`config.mk`:
```
export PLATFORM = sky130hd
export DESIGN_NAME = tbus_arbiter
export DESIGN_NICKNAME = d
export VERILOG_FILES = /design/src/rtl/tbus_arbiter.sv
export SDC_FILE = /design/constraint.sdc
export NUM_CORES = 1
export LEC_CHECK = 0
export ABC_CLOCK_PERIOD_IN_PS = 16700
export BUFFER_PORTS_ARGS = -buffer_cell sky130_fd_sc_hd__buf_2
export CAP_MARGIN = 10
export CORE_AREA = 2 2 311 313
export CTS_CLUSTER_SIZE = 14
export DETAILED_ROUTE_END_ITERATION = 10
export DIE_AREA = 0 0 313 315
export SYNTH_ARGS = -nofsm -noshare
export SYNTH_HDL_FRONTEND = slang
export SYNTH_SLANG_ARGS = --single-unit
```
`constraint.sdc`:
```
create_clock -name clock -period 16.7 [get_ports clock]
set_clock_uncertainty 0.05 [all_clocks]
set_input_delay 3.34 -clock clock [delete_from_list [all_inputs] [get_ports clock]]
set_output_delay 3.34 -clock clock [all_outputs]
set_load 0.05 [all_outputs]
```
`src/rtl/tbus_arbiter.sv`:
```
// tbus_arbiter: round-robin arbiter sharing the single tbus channel between ifu and lsu.
// One outstanding transaction; flush cancels an ifu transaction's completion, not its bus cycle.
module tbus_arbiter #(
    parameter int ADDR_W   = 64,
    parameter int DATA_W   = 64,
    parameter int MASK_W   = 64,
    parameter int OPTYPE_W = 2
) (
    input  logic                clock,
    input  logic                reset,
    input  logic                ifu_index_valid,
    output logic                ifu_index_ready,
    input  logic [ADDR_W-1:0]   ifu_index,
    input  logic [DATA_W-1:0]   ifu_write_data,
    input  logic [MASK_W-1:0]   ifu_write_mask,
    input  logic [OPTYPE_W-1:0] ifu_operation_type,
    output logic [DATA_W-1:0]   ifu_read_data,
    output logic                ifu_operation_done,
    input  logic                ifu_flush,
    input  logic                lsu_index_valid,
    output logic                lsu_index_ready,
    input  logic [ADDR_W-1:0]   lsu_index,
    input  logic [DATA_W-1:0]   lsu_write_data,
    input  logic [MASK_W-1:0]   lsu_write_mask,
    input  logic [OPTYPE_W-1:0] lsu_operation_type,
    output logic [DATA_W-1:0]   lsu_read_data,
    output logic                lsu_operation_done,
    output logic                tbus_index_valid,
    input  logic                tbus_index_ready,
    output logic [ADDR_W-1:0]   tbus_index,
    output logic [DATA_W-1:0]   tbus_write_data,
    output logic [MASK_W-1:0]   tbus_write_mask,
    output logic [OPTYPE_W-1:0] tbus_operation_type,
    input  logic [DATA_W-1:0]   tbus_read_data,
    input  logic                tbus_operation_done,
    output logic                tbus_busy,
    output logic                tbus_owner
);
    typedef enum logic [1:0] {IDLE, REQ, RESP} state_t;
    state_t state;
    logic owner, rr_ptr, killed;
    logic ifu_req, grant_ifu, grant_lsu, kill_now, done_ok;
    // owner/rr_ptr encoding: 1 = ifu, 0 = lsu
    assign ifu_req   = ifu_index_valid & ~ifu_flush;
    assign grant_ifu = (state == IDLE) & ifu_req & (~lsu_index_valid | rr_ptr);
    assign grant_lsu = (state == IDLE) & lsu_index_valid & (~ifu_req | ~rr_ptr);
    assign kill_now  = (state != IDLE) & owner & ifu_flush;
    assign done_ok   = (state == RESP) & tbus_operation_done & ~killed & ~kill_now;
    assign ifu_index_ready    = grant_ifu;
    assign lsu_index_ready    = grant_lsu;
    assign ifu_operation_done = done_ok & owner;
    assign lsu_operation_done = done_ok & ~owner;
    assign ifu_read_data      = ifu_operation_done ? tbus_read_data : '0;
    assign lsu_read_data      = lsu_operation_done ? tbus_read_data : '0;
    assign tbus_index_valid   = state == REQ;
    assign tbus_busy          = state != IDLE;
    assign tbus_owner         = owner;
    always_ff @(posedge clock or posedge reset) begin
        if (reset) begin
            state               <= IDLE;
            owner               <= 1'b0;
            rr_ptr              <= 1'b0;
            killed              <= 1'b0;
            tbus_index          <= '0;
            tbus_write_data     <= '0;
            tbus_write_mask     <= '0;
            tbus_operation_type <= '0;
        end else begin
            if (grant_ifu | grant_lsu) begin
                state               <= REQ;
                owner               <= grant_ifu;
                killed              <= 1'b0;
                tbus_index          <= grant_ifu ? ifu_index : lsu_index;
                tbus_write_data     <= grant_ifu ? ifu_write_data : lsu_write_data;
                tbus_write_mask     <= grant_ifu ? ifu_write_mask : lsu_write_mask;
                tbus_operation_type <= grant_ifu ? ifu_operation_type : lsu_operation_type;
            end
            if (kill_now)
                killed <= 1'b1;
            if (state == REQ && tbus_index_ready)
                state <= RESP;
            if (state == RESP && tbus_operation_done) begin
                state  <= IDLE;
                rr_ptr <= ~owner;
            end
        end
    end
endmodule
```
==> reports/qor.log, run 1 <==
[sta] max-slew violation count 0
[logic_synthesis] sequential fraction of the synthesis area 50.7%
[placed_design] routability congestion estimate 0.896
[route] mean number of vias per cell 3.63
[floorplanning] chip height 315 µm
[clock_network] number of gates resized after CTS 0
[logic_synthesis] unique cell type count in the Yosys netlist 23
[final_layout] growth of design area from synthesis to finish 58.8%
[route] total iterations of the first detailed-routing run 5
[logic_synthesis] Yosys reg bits 199
[clock_network] insertion delay of the later-clocked pin in the worst-skew pair 0.49 ns
[setup_path] Critical Path Slowest Stage Cell sky130_fd_sc_hd__inv_8
[route] total number of vias 11,800
[power_and_ir_drop] highest ir drop seen on vdd 0.000104 V
[final_layout] number of nets in the layout 2,407
[sta] unrepaired setup endpoints after global routing no
[clock_network] CTS sink cnt 199
[logic_synthesis] post-synthesis instance total 1,228
[logic_synthesis] warning count from the yosys run 0
[setup_path] kind of start point of the critical path primary input
[global_route] vias in the first global route 11,100
[placed_design] DP Wirelength 52,500 µm
[floorplanning] number of placed I/O pins 788
[logic_synthesis] syn avg cell area 8.00 µm²
[sta] Total Negative Setup Slacks 0 ns
[global_route] Tot GR Track Use 12.6%
[run] max-cap violations 0
[outcome] run status completed
[logic_synthesis] number of enable flip-flop cells after synthesis 0
[logic_synthesis] combined area of all synthesized cells 0.00982 mm²
[clock_network] setup repair bufs after CTS 0
[route] count of unresolved DRC violations after routing 0
[clock_network] deepest clock path buffer count 2
[clock_network] root buffer cell sky130_fd_sc_hd__clkbuf_16
[floorplanning] initial standard-cell utilization of the core 10.3%
[clock_network] number of buffers created by CTS 17
[clock_network] hold_buf cts 0
[final_layout] share of cells above drive strength 1 42.7%
[placed_design] I/O Buffers 787
[logic_synthesis] Post-synth top flop sky130_fd_sc_hd__dfrtp_1
[route] number of antenna-violating nets in the routed design 0
[floorplanning] Std-Cell Rows 114
[power_and_ir_drop] pwr dens 206 mW/mm²
[setup_path] Worst Path Arrival 5.39 ns
[sta] Tmin final 8.78 ns
[sta] worst-margin pin slew 0.967 ns
[floorplanning] die width 313 µm
[setup_path] CP required 13.31 ns
[sta] highest achievable clock rate 0.114 GHz
[setup_path] Worst path most repeated cell sky130_fd_sc_hd__buf_2
[global_route] grt total ovfl 0
[clock_network] TritonCTS clock tree done
[setup_path] endpoint type of the worst setup path output pin
[setup_path] max incr delay on CP 0.56 ns
[sta] # setup viols final 0
[logic_synthesis] proportion of synthesized flip-flops having asynchronous set or reset 100%
[global_route] maximum number of pins on one net before global-route repair 78
[setup_path] worst-path maximum fanout 77
[global_route] first-pass GRT wire length 86,000 µm
[hold_path] path class of the lowest-slack min-delay path reg -> reg
[setup_path] Worst path top cell family by delay buffers and inverters
[route] post-detailed-route wirelength per cell 19.8 µm
[sta] Final Hold Fails 0
[sta] part of the cycle the worst path needs 52.6%
[clock_network] CTS HTree Levels 4
[global_route] antenna violations before repair 56
[sta] slew margin rel. 35.5%
[final_layout] cell area after layout 0.0156 mm²
[setup_path] Setup Crit Path Kind in -> out
[setup_path] number of buffers and inverters on the critical path 3
[clock_network] register clock-pin slew on the reported worst setup and hold paths 0.07 ns
[setup_path] critical path, cell by cell buf_2 > nor4b_2 > nand2_8 > inv_8 > buf_2
[power_and_ir_drop] Lkg Pwr 8.10 nW
[floorplanning] core box area 0.0957 mm²
[route] number of DRC violations after detailed-routing iteration 0 714
[logic_synthesis] net count after synthesis 1,687
[placed_design] cell area after placement 0.0150 mm²
[floorplanning] die area 0.0986 mm²
[route] drt total wl 64,300 µm
==> where the power goes <==
part	internal (mW)	switching (mW)	total (mW)	leakage [nW]
clock	0.207	0.218	0.424	0.259
combinational	0.413	1.51	1.92	5.64
sequential	0.722	0.145	0.867	2.20
==> worst paths after layout <==
| kind | start | end | slack [ns] | cells after the start |
|---|---|---|---|---|
| max | ifu_flush | ifu_index_ready | 7.92 | 5 |
| min | tbus_write_data[33]$_DFFE_PP0P_ | tbus_write_data[33]$_DFFE_PP0P_ | 0.47 | 2 |
| max reg2reg | state[0]$_DFFE_PP0P_ | tbus_write_mask[29]$_DFFE_PP0P_ | 13.43 | 6 |
| min reg2reg | tbus_write_data[33]$_DFFE_PP0P_ | tbus_write_data[33]$_DFFE_PP0P_ | 0.47 | 2 |
| max in group asynchronous | reset | tbus_write_mask[30]$_DFFE_PP0P_ | 12.38 | 3 |
| min in group asynchronous | reset | tbus_write_data[54]$_DFFE_PP0P_ | 2.86 | 2 |
==> placed cells by master, fill, tap and decap left out, drive strengths merged, types with 3 or more instances in the layout <==
cell and instances:
buf 800, a21oi 390, dfrtp 199, nand2 199, nor2 196, and2 128, clkbuf 18, diode 10
inv 8, clkinvlp 4, o21ai 4, clkinv 3
==> flip-flops by register name, summed over array words and instances (netlist names) <==
register             count
state                    2
tbus_operation_type      2
tbus_write_mask         64
killed                   1
tbus_owner               1
tbus_index              64
rr_ptr                   1
tbus_write_data         64
==> logic make-up after synthesis <==
kind of cell    Yosys count  synth area share, %
simple gates            530                 23.9
flops                   199                 50.7
compound gates          396                 20.3
buf+inv                 103                 5.13
==> synth_stat cells (2+ instances only) <==
cell | instances | share of area, %
sky130_fd_sc_hd__buf_1 | 8 | 0.31
sky130_fd_sc_hd__o21ai_0 | 3 | 0.15
sky130_fd_sc_hd__nor2_1 | 196 | 7.5
sky130_fd_sc_hd__dfrtp_1 | 199 | 51
sky130_fd_sc_hd__a21oi_1 | 390 | 20
sky130_fd_sc_hd__nand2_1 | 198 | 7.6
sky130_fd_sc_hd__clkbuf_1 | 37 | 1.4
sky130_fd_sc_hd__inv_1 | 3 | 0.11
sky130_fd_sc_hd__buf_2 | 36 | 1.8
sky130_fd_sc_hd__buf_4 | 15 | 1.1
sky130_fd_sc_hd__and2_1 | 128 | 8.2
sky130_fd_sc_hd__nor2b_1 | 2 | 0.13
sky130_fd_sc_hd__buf_6 | 2 | 0.23
sky130_fd_sc_hd__nor4b_2 | 2 | 0.31
==> worst register-to-register path, cell delays in order, from the launching register on <==
cell	delay, ns
sky130_fd_sc_hd__dfrtp_1	0.45
sky130_fd_sc_hd__nor4b_2	0.51
sky130_fd_sc_hd__nand2_8	0.40
sky130_fd_sc_hd__inv_8	0.59
sky130_fd_sc_hd__buf_4	0.78
sky130_fd_sc_hd__a21oi_1	0.24
sky130_fd_sc_hd__a21oi_1	0.18
==> through the flow <==
stage / hold slack, ns / setup WS, ns / std cells / total power, mW / utilization, %
floorplan: 0.413 / 7.88 / 1228 / 2.21 / -
global placement: 0.448 / 7.85 / 3205 / 2.79 / 15.7
detailed placement: 0.448 / 7.87 / 3205 / 2.81 / 15.7
CTS: 0.478 / 7.87 / 3235 / 3.26 / 16.3
global route: 0.500 / 7.76 / 3238 / 3.41 / 16.3
finish: 0.472 / 7.92 / 3245 / 3.22 / 16.3
==> per-layer routing <==
metal / vias up / routed length [µm] / share of wire (%) / global-route usage [%]
met5: - / 103 / 0.16 / 0
met4: 16 / 2100 / 3.3 / 4.40
met3: 131 / 6310 / 9.8 / 5.07
met2: 679 / 29300 / 46 / 20.1
met1: 5493 / 26500 / 41 / 15.2
li1: 5467 / - / - / -
==> layout make-up <==
class | count | area (µm²)
diodes | 10 | 25.0
flip-flops and latches | 199 | 4980
clock buffers | 18 | 429
fillers | 11100 | 80100
clock inverters | 12 | 123
multi-input cells | 926 | 4380
well taps | 1276 | 1600
inverters | 4 | 30.0
repair buffers | 800 | 4040
Power figures use the tool's default switching activity.
==> run 2, diff against run 1 <==
- ABC_AREA: unset -> 1
- ABC_CLOCK_PERIOD_IN_PS: 16700 -> 7450
- CORE_AREA: 2 2 311 313 -> 2 2 307 309
- DIE_AREA: 0 0 313 315 -> 0 0 309 311
- clock period: 16.7 -> 7.45 ns (I/O delays scaled with it)
==> run 2 against run 1 <==
Net effect: global-route usage is 0.31 points lower; synthesized area is 29% higher; core utilization is 3.6 points higher; sequential power is 120% higher; die area is 2.5% lower; clock power is 150% higher; worst hold slack worse by 0.021 ns; critical endpoint is now lsu_read_data[44]; via count is 31% higher; cell count is 20% higher; largest cell class is now multi-input combinational cells; clock-buffer cell count is 1 higher; combinational power is 140% higher; design area is 18% higher.
==> reports/qor.log, run 2 <==
[sta] unrepaired setup endpoints after global routing no [unchanged]
[power_and_ir_drop] net switching share of the total power 58.6% [was 58.3%]
[power_and_ir_drop] Design Power 7.60 mW [was 3.22 mW]
[logic_synthesis] most common cell in the synthesized netlist sky130_fd_sc_hd__inv_1 [was sky130_fd_sc_hd__a21oi_1]
[clock_network] number of gates resized after CTS 0 [unchanged]
[final_layout] Top Registers tbus_index x64, tbus_write_data x64, tbus_write_mask x64 [unchanged]
[placed_design] cell area after placement 0.0178 mm² [was 0.0150 mm²]
[placed_design] routability congestion estimate 0.901 [was 0.896]
[logic_synthesis] Yosys reg bits 199 [unchanged]
[final_layout] commonest non-fill, non-tap cell in the layout sky130_fd_sc_hd__buf_2 [unchanged]
[global_route] grt total ovfl 0 [unchanged]
[floorplanning] initial standard-cell utilization of the core 13.7% [was 10.3%]
[clock_network] number of buffers created by CTS 17 [unchanged]
[setup_path] worst-path maximum fanout 45 [was 77]
[sta] fin worst setup slack 2.36 ns [was 7.92 ns]
[logic_synthesis] dominant cells by area after synthesis sky130_fd_sc_hd__dfrtp_1 (39%), sky130_fd_sc_hd__nand3_1 (15%), sky130_fd_sc_hd__inv_1 (14%), sky130_fd_sc_hd__nand2_1 (12%), sky130_fd_sc_hd__nand4_1 (9.5%) [was sky130_fd_sc_hd__dfrtp_1 (51%), sky130_fd_sc_hd__a21oi_1 (20%), sky130_fd_sc_hd__and2_1 (8.2%), sky130_fd_sc_hd__nand2_1 (7.6%), sky130_fd_sc_hd__nor2_1 (7.5%)]
[clock_network] TritonCTS clock tree done [unchanged]
[power_and_ir_drop] pwr dens 412 mW/mm² [was 206 mW/mm²]
[final_layout] post-route insts no fill 3,888 [was 3,245]
[logic_synthesis] syn avg cell area 6.50 µm² [was 8.00 µm²]
[clock_network] setup repair bufs after CTS 0 [unchanged]
[logic_synthesis] net count after synthesis 2,414 [was 1,687]
[power_and_ir_drop] Switching Power 4.45 mW [was 1.87 mW]
[logic_synthesis] combined area of all synthesized cells 0.0127 mm² [was 0.00982 mm²]
[logic_synthesis] area share of and/or/nand/nor cells after synthesis 41.4% [was 23.9%]
[clock_network] root buffer cell sky130_fd_sc_hd__clkbuf_16 [unchanged]
[power_and_ir_drop] highest ir drop seen on vdd 0.000246 V [was 0.000104 V]
[logic_synthesis] Post-synth top flop sky130_fd_sc_hd__dfrtp_1 [unchanged]
[setup_path] Setup Crit Path Kind in -> out [unchanged]
[power_and_ir_drop] power share of the combinational group 61.2% [was 59.8%]
[final_layout] fill cell total of the finished layout 10,700 [was 11,100]
[logic_synthesis] multiplexer area fraction after synthesis 0% [unchanged]
[placed_design] Setup Slack @ Placement 2.42 ns [was 7.87 ns]
[logic_synthesis] unique cell type count in the Yosys netlist 18 [was 23]
[logic_synthesis] Compound-Gate Fraction of Synth Area 0.256% [was 20.3%]
[logic_synthesis] area fraction of the dominant cell type after synthesis 39.2% [was 50.7%]
[final_layout] growth of design area from synthesis to finish 45.2% [was 58.8%]
[floorplanning] core box area 0.0928 mm² [was 0.0957 mm²]
[power_and_ir_drop] clock network fraction of total power 13.8% [was 13.2%]
[clock_network] CTS HTree Levels 4 [unchanged]
[global_route] first-pass GRT wire length 88,900 µm [was 86,000 µm]
[route] drt total wl 62,000 µm [was 64,300 µm]
[hold_path] path class of the lowest-slack min-delay path reg -> reg [unchanged]
[logic_synthesis] proportion of synthesized flip-flops having asynchronous set or reset 100% [unchanged]
[route] count of unresolved DRC violations after routing 0 [unchanged]
[clock_network] CTS sink cnt 199 [unchanged]
[placed_design] I/O Buffers 787 [unchanged]
[global_route] maximum number of pins on one net before global-route repair 144 [was 78]
[setup_path] kind of start point of the critical path primary input [unchanged]
[floorplanning] chip height 311 µm [was 315 µm]
[sta] Tmin final 5.09 ns
[logic_synthesis] dominant cell type by area after synthesis sky130_fd_sc_hd__dfrtp_1 [unchanged]
[outcome] run status completed [unchanged]
[sta] highest achievable clock rate 0.196 GHz
[route] mean number of vias per cell 3.96 [was 3.63]
[sta] hold_ws 0.451 ns [was 0.472 ns]
[sta] part of the cycle the worst path needs 68.3%
[global_route] vias in the first global route 14,300 [was 11,100]
[run] max-cap violations 0 [unchanged]
[sta] max-slew violation count 0 [unchanged]
[logic_synthesis] list of most frequent post-synthesis cells sky130_fd_sc_hd__inv_1 (465), sky130_fd_sc_hd__nand2_1 (394), sky130_fd_sc_hd__nand3_1 (392) [was sky130_fd_sc_hd__a21oi_1 (390), sky130_fd_sc_hd__dfrtp_1 (199), sky130_fd_sc_hd__nand2_1 (198)]
[power_and_ir_drop] Reg power frac 25.0% [was 27.0%]
[setup_path] CP required 5.91 ns [was 13.31 ns]
[placed_design] cell count after placement 3,847 [was 3,205]
[sta] slew margin rel. 31.2% [was 35.5%]
[logic_synthesis] sequential fraction of the synthesis area 39.2% [was 50.7%]
[final_layout] commonest cells after routing, fill and taps aside sky130_fd_sc_hd__buf_2 (787), sky130_fd_sc_hd__inv_1 (464), sky130_fd_sc_hd__nand2_1 (392), sky130_fd_sc_hd__nand3_1 (391), sky130_fd_sc_hd__dfrtp_1 (199) [was sky130_fd_sc_hd__buf_2 (787), sky130_fd_sc_hd__a21oi_1 (390), sky130_fd_sc_hd__dfrtp_1 (199), sky130_fd_sc_hd__nand2_1 (198), sky130_fd_sc_hd__nor2_1 (196)]
[setup_path] Worst Path Arrival 3.55 ns [was 5.39 ns]
[placed_design] DP Wirelength 46,100 µm [was 52,500 µm]
[global_route] antenna violations before repair 21 [was 56]
[logic_synthesis] fraction of synthesized cell area in xor and xnor cells 0% [unchanged]
[final_layout] share of cells above drive strength 1 32.3% [was 42.7%]
[route] post-detailed-route wirelength per cell 16.0 µm [was 19.8 µm]
[final_layout] cell area after layout 0.0185 mm² [was 0.0156 mm²]
[logic_synthesis] post-synthesis instance total 1,955 [was 1,228]
[clock_network] deepest clock path buffer count 2 [unchanged]
[route] number of antenna-violating nets in the routed design 0 [unchanged]
[sta] Final Hold Fails 0 [unchanged]
[setup_path] endpoint type of the worst setup path output pin [unchanged]
[logic_synthesis] combinational family with the most area after synthesis simple AND/OR/NAND/NOR gates [unchanged]
[logic_synthesis] Synth Area in Adders 0% [unchanged]
[clock_network] hold_buf cts 0 [unchanged]
[route] total number of vias 15,400 [was 11,800]
[sta] worst-margin pin slew 1.03 ns [was 0.967 ns]
[final_layout] core utilization of the finished layout 19.9% [was 16.3%]
[final_layout] number of nets in the layout 3,072 [was 2,407]
[clock_network] register clock-pin slew on the reported worst setup and hold paths 0.07 ns [about the same]
[clock_network] insertion delay of the later-clocked pin in the worst-skew pair 0.51 ns [was 0.49 ns]
[floorplanning] die area 0.0961 mm² [was 0.0986 mm²]
[floorplanning] number of placed I/O pins 788 [unchanged]
[floorplanning] Std-Cell Rows 112 [was 114]
[route] number of DRC violations after detailed-routing iteration 0 1,327 [was 714]
[global_route] Tot GR Track Use 12.3% [was 12.6%]
[floorplanning] die width 309 µm [was 313 µm]
[logic_synthesis] warning count from the yosys run 0 [unchanged]
[sta] # setup viols final 0 [unchanged]
[sta] Total Negative Setup Slacks 0 ns [unchanged]
[route] total iterations of the first detailed-routing run 5 [unchanged]
[power_and_ir_drop] total internal power 3.15 mW [was 1.34 mW]
[power_and_ir_drop] Lkg Pwr 11.4 nW [was 8.10 nW]
[logic_synthesis] number of enable flip-flop cells after synthesis 0 [unchanged]
-- run 2: cell count changes after synthesis, sizes merged, moves of 19 or more --
cell and delta:
and2 -128, buf +19, clkbuf +51, nor2 -127
nand2 +196, nand4 +194, a21oi -390, nand3 +394
nor3 +63, inv +461
-- run 2: metal layers --
layer	part of all wire [%]	global-route usage (%)	wire [µm]	vias to the layer above
met1	41	14.9	25500	7178
met4	3.7	6.24	2270	14
met3	9.8	4.27	6060	94
met2	45	19.0	28100	668
li1	-	-	-	7444
met5	0.16	0	99	-
-- run 2: power groups by stage --
stage	Sequential, mW	Clock (mW)	Combinational (mW)
finish	1.90	1.05	4.65
global route	1.96	1.14	4.96
CTS	1.90	1.12	4.68
detailed placement	1.91	0	4.68
global placement	1.89	0	4.66
floorplan	3.64	0	1.61
-- run 2: worst paths after layout --
path,start,to,slack [ns],cells after the start
hold reg to reg,tbus_index[1]$_DFFE_PP0P_,tbus_index[1]$_DFFE_PP0P_,0.45,2
hold / removal,tbus_index[1]$_DFFE_PP0P_,tbus_index[1]$_DFFE_PP0P_,0.45,2
min in group asynchronous,reset,tbus_write_mask[27]$_DFFE_PP0P_,0.97,2
setup reg to reg,rr_ptr$_DFFE_PP0N_,tbus_index[25]$_DFFE_PP0P_,3.95,8
max in group asynchronous,reset,tbus_write_data[58]$_DFFE_PP0P_,5.15,3
setup / recovery,tbus_operation_done,lsu_read_data[44],2.36,7
-- run 2: cells by family after synthesis --
family | Yosys count
AND/OR/NAND/NOR | 1116
buffers and inverters | 634
flip-flops | 199
AO/OA/AOI/OAI | 6
-- run 2: area by class of cell --
cell class / count / area, µm² / share of cell area (%)
multi-input combinational: 1122 / 5360 / 29.1
sequential: 199 / 4980 / 27.0
timing repair buffer: 808 / 4150 / 22.5
inverter: 465 / 1750 / 9.50
tap: 1254 / 1570 / 8.50
clock buffer: 19 / 453 / 2.45
clock inverter: 10 / 168 / 0.908
antenna: 11 / 27.5 / 0.149
-- run 2: critical path: stages --
cell                      delay, ns
sky130_fd_sc_hd__buf_2         0.08
sky130_fd_sc_hd__nand2_1       0.07
sky130_fd_sc_hd__nor2_1        0.24
sky130_fd_sc_hd__nand3_2       0.71
sky130_fd_sc_hd__buf_4         0.49
sky130_fd_sc_hd__nor2_1        0.17
sky130_fd_sc_hd__buf_2         0.29
==> run 3, diff against run 2 <==
- ABC_CLOCK_PERIOD_IN_PS: 7450 -> 5120
- CORE_AREA: 2 2 307 309 -> 2 2 311 313
- DIE_AREA: 0 0 309 311 -> 0 0 313 315
- clock period: 7.45 -> 5.12 ns (I/O delays scaled with it)
==> run 3 against run 2 <==
Net effect: worst hold slack is essentially flat; sequential power grew 44%; via count grew 0.99%; global-route usage shrank 0.33 points; clock-buffer cell count grew 3; combinational power grew 48%; critical path type unchanged; critical endpoint is now ifu_read_data[52]; largest power group unchanged; highest routed layer unchanged.
==> reports/qor.log, run 3 (synthesis results as in run 2) <==
[setup_path] Worst path top cell family by delay simple AND/OR/NAND/NOR gates [unchanged]
[sta] highest achievable clock rate 0.254 GHz
[hold_path] hold path start tbus_index[27]$_DFFE_PP0P_ [was tbus_index[1]$_DFFE_PP0P_]
[hold_path] worst min-delay path endpoint tbus_index[27]$_DFFE_PP0P_ [was tbus_index[1]$_DFFE_PP0P_]
[sta] worst-margin pin slew 1.11 ns [was 1.03 ns]
[floorplanning] initial standard-cell utilization of the core 13.3% [was 13.7%]
[route] drt total wl 61,300 µm [was 62,000 µm]
[route] count of unresolved DRC violations after routing 0 [unchanged]
[sta] Tmin final 3.93 ns
[final_layout] combined area of the multi-input logic cells 0.00536 mm² [unchanged]
[floorplanning] chip height 315 µm [was 311 µm]
[sta] Total Negative Setup Slacks 0 ns [unchanged]
[power_and_ir_drop] power share of the combinational group 62.2% [was 61.2%]
[hold_path] path class of the lowest-slack min-delay path reg -> reg [unchanged]
[run] max-cap violations 0 [unchanged]
[floorplanning] die area 0.0986 mm² [was 0.0961 mm²]
[power_and_ir_drop] Design Power 11.0 mW [was 7.60 mW]
[clock_network] number of gates resized after CTS 0 [unchanged]
[clock_network] insertion delay of the later-clocked pin in the worst-skew pair 0.51 ns [about the same]
[power_and_ir_drop] clock network fraction of total power 12.9% [was 13.8%]
[placed_design] DP Wirelength 47,000 µm [was 46,100 µm]
[global_route] first-pass GRT wire length 89,200 µm [was 88,900 µm]
[power_and_ir_drop] Switching Power 6.51 mW [was 4.45 mW]
[clock_network] TritonCTS clock tree done [unchanged]
[clock_network] deepest clock path buffer count 2 [unchanged]
[setup_path] CP required 4.05 ns [was 5.91 ns]
[setup_path] Reg2Reg Setup Slack 2.04 ns [was 3.95 ns]
[placed_design] Setup Slack @ Placement 1.26 ns [was 2.42 ns]
[setup_path] worst-path maximum fanout 66 [was 45]
[global_route] grt total ovfl 0 [unchanged]
[setup_path] number of buffers and inverters on the critical path 2 [was 3]
[clock_network] setup repair bufs after CTS 0 [unchanged]
[sta] part of the cycle the worst path needs 76.8%
[setup_path] critical path, cell by cell buf_2 > nand2_1 > nor2_1 > nand2_2 > nor3_1 > buf_2 [was buf_2 > nand2_1 > nor2_1 > nand3_2 > buf_4 > nor2_1 > buf_2]
[power_and_ir_drop] highest ir drop seen on vdd 0.000403 V [was 0.000246 V]
[floorplanning] number of placed I/O pins 788 [unchanged]
[placed_design] cell count after placement 3,885 [was 3,847]
[final_layout] Top Registers tbus_index x64, tbus_write_data x64, tbus_write_mask x64 [unchanged]
[global_route] maximum number of pins on one net before global-route repair 133 [was 144]
[power_and_ir_drop] Reg power frac 24.8% [was 25.0%]
[route] total iterations of the first detailed-routing run 6 [was 5]
[setup_path] kind of start point of the critical path primary input [unchanged]
[floorplanning] Std-Cell Rows 114 [was 112]
[final_layout] post-route insts no fill 3,919 [was 3,888]
[power_and_ir_drop] total internal power 4.52 mW [was 3.15 mW]
[route] total number of vias 15,600 [was 15,400]
[final_layout] fill cell total of the finished layout 11,000 [was 10,700]
[setup_path] Worst path most repeated cell sky130_fd_sc_hd__buf_2
[setup_path] Critical Path Slowest Stage Cell sky130_fd_sc_hd__nand2_2 [was sky130_fd_sc_hd__nand3_2]
[final_layout] number of nets in the layout 3,087 [was 3,072]
[route] mean number of vias per cell 3.97 [was 3.96]
[route] number of antenna-violating nets in the routed design 0 [unchanged]
[setup_path] reg-to-reg endpoint tbus_index[56]$_DFFE_PP0P_ [was tbus_index[25]$_DFFE_PP0P_]
[clock_network] root buffer cell sky130_fd_sc_hd__clkbuf_16 [unchanged]
[route] number of DRC violations after detailed-routing iteration 0 1,269 [was 1,327]
[hold_path] Cells on Worst Hold Path 2 [unchanged]
[final_layout] commonest non-fill, non-tap cell in the layout sky130_fd_sc_hd__buf_2 [unchanged]
[sta] max-slew violation count 0 [unchanged]
[placed_design] I/O Buffers 787 [unchanged]
[placed_design] routability congestion estimate 0.989 [was 0.901]
[global_route] vias in the first global route 14,500 [was 14,300]
[clock_network] register clock-pin slew on the reported worst setup and hold paths 0.07 ns [about the same]
[floorplanning] die width 313 µm [was 309 µm]
[setup_path] path depth of the worst reg2reg path 6 [was 8]
[sta] # setup viols final 0 [unchanged]
[outcome] run status completed [unchanged]
[setup_path] Worst R2R Start state[0]$_DFFE_PP0P_ [was rr_ptr$_DFFE_PP0N_]
[sta] Final Hold Fails 0 [unchanged]
[sta] fin worst setup slack 1.19 ns [was 2.36 ns]
[final_layout] commonest cells after routing, fill and taps aside sky130_fd_sc_hd__buf_2 (787), sky130_fd_sc_hd__inv_1 (464), sky130_fd_sc_hd__nand2_1 (392), sky130_fd_sc_hd__nand3_1 (391), sky130_fd_sc_hd__dfrtp_1 (199) [unchanged]
[clock_network] CTS HTree Levels 4 [unchanged]
[sta] slew margin rel. 26.0% [was 31.2%]
[setup_path] Setup Crit Path Kind in -> out [unchanged]
[global_route] antenna violations before repair 10 [was 21]
[clock_network] hold_buf cts 0 [unchanged]
[power_and_ir_drop] Lkg Pwr 11.5 nW [was 11.4 nW]
[final_layout] area taken by flip-flops and latches 0.00498 mm² [unchanged]
[setup_path] max incr delay on CP 0.66 ns [was 0.71 ns]
[global_route] Tot GR Track Use 11.9% [was 12.3%]
[sta] unrepaired setup endpoints after global routing no [unchanged]
[floorplanning] core box area 0.0957 mm² [was 0.0928 mm²]
[route] post-detailed-route wirelength per cell 15.6 µm [was 16.0 µm]
[power_and_ir_drop] pwr dens 594 mW/mm² [was 412 mW/mm²]
[power_and_ir_drop] net switching share of the total power 59.0% [was 58.6%]
[final_layout] growth of design area from synthesis to finish 46.0% [was 45.2%]
[setup_path] endpoint type of the worst setup path output pin [unchanged]
[final_layout] share of cells above drive strength 1 32.6% [was 32.3%]
[clock_network] CTS sink cnt 199 [unchanged]
[clock_network] number of buffers created by CTS 17 [unchanged]
[setup_path] Worst Path Arrival 2.86 ns [was 3.55 ns]
## run 3: cell count changes in the layout (fill, tap and decap cells not counted), sizes merged, moves of 2 or more
cell and delta:
buf +15, clkinvlp +2, bufinv -2, diode -8
inv -2, clkbuf +3
## run 3: power groups by stage
stage	logic, mW	clock network (mW)	registers, mW
after CTS	6.91	1.52	2.74
after global placement	6.89	0	2.74
after detailed placement	6.91	0	2.75
after floorplan	2.34	0	5.29
after global routing	7.31	1.56	2.83
final	6.86	1.43	2.74
## run 3: routing by layer
metal	vias up	GRT usage, %	share of wire (%)
li1	7476	-	-
met1	7220	14.6	41
met2	750	18.7	46
met3	100	3.83	9.5
met4	4	5.81	3.5
met5	-	1.16	0.041
## run 3: how the worst max path moves through the flow
stage / slack [ns] / depth (start not counted) / startpoint / endpoint
3_5_place_dp: 1.26 / 6 / tbus_operation_done / ifu_read_data[18]
2_1_floorplan: 1.24 / 6 / tbus_operation_done / ifu_read_data[55]
5_1_grt: 0.97 / 6 / tbus_operation_done / ifu_read_data[16]
6_report: 1.19 / 6 / tbus_operation_done / ifu_read_data[52]
3_3_place_gp: 1.40 / 6 / tbus_operation_done / ifu_read_data[7]
4_1_cts: 1.25 / 6 / tbus_operation_done / ifu_read_data[18]
## run 3: tightest hold or removal path, stage by stage, from the launching register on
cell	delay, ns
sky130_fd_sc_hd__dfrtp_1	0.34
sky130_fd_sc_hd__nand3_1	0.07
sky130_fd_sc_hd__nand2_1	0.06
## run 3: final cells by class
class,instances,share of cell area (%)
multi-input combinational,1122,28.9
sequential,199,26.8
timing repair buffer,823,23.1
inverter,465,9.42
tap,1276,8.60
clock buffer,22,2.45
clock inverter,9,0.640
antenna,3,0.0404
## run 3: metrics by stage
| stage | area (µm²) | hold WS [ns] | util, % |
|---|---|---|---|
| final | 18600 | 0.451 | 19.4 |
| after global routing | 18600 | 0.477 | 19.4 |
| after CTS | 18600 | 0.457 | 19.4 |
| after detailed placement | 18000 | 0.438 | 18.8 |
| after global placement | 18000 | 0.434 | 18.8 |
| after floorplan | 12700 | 0.436 | - |
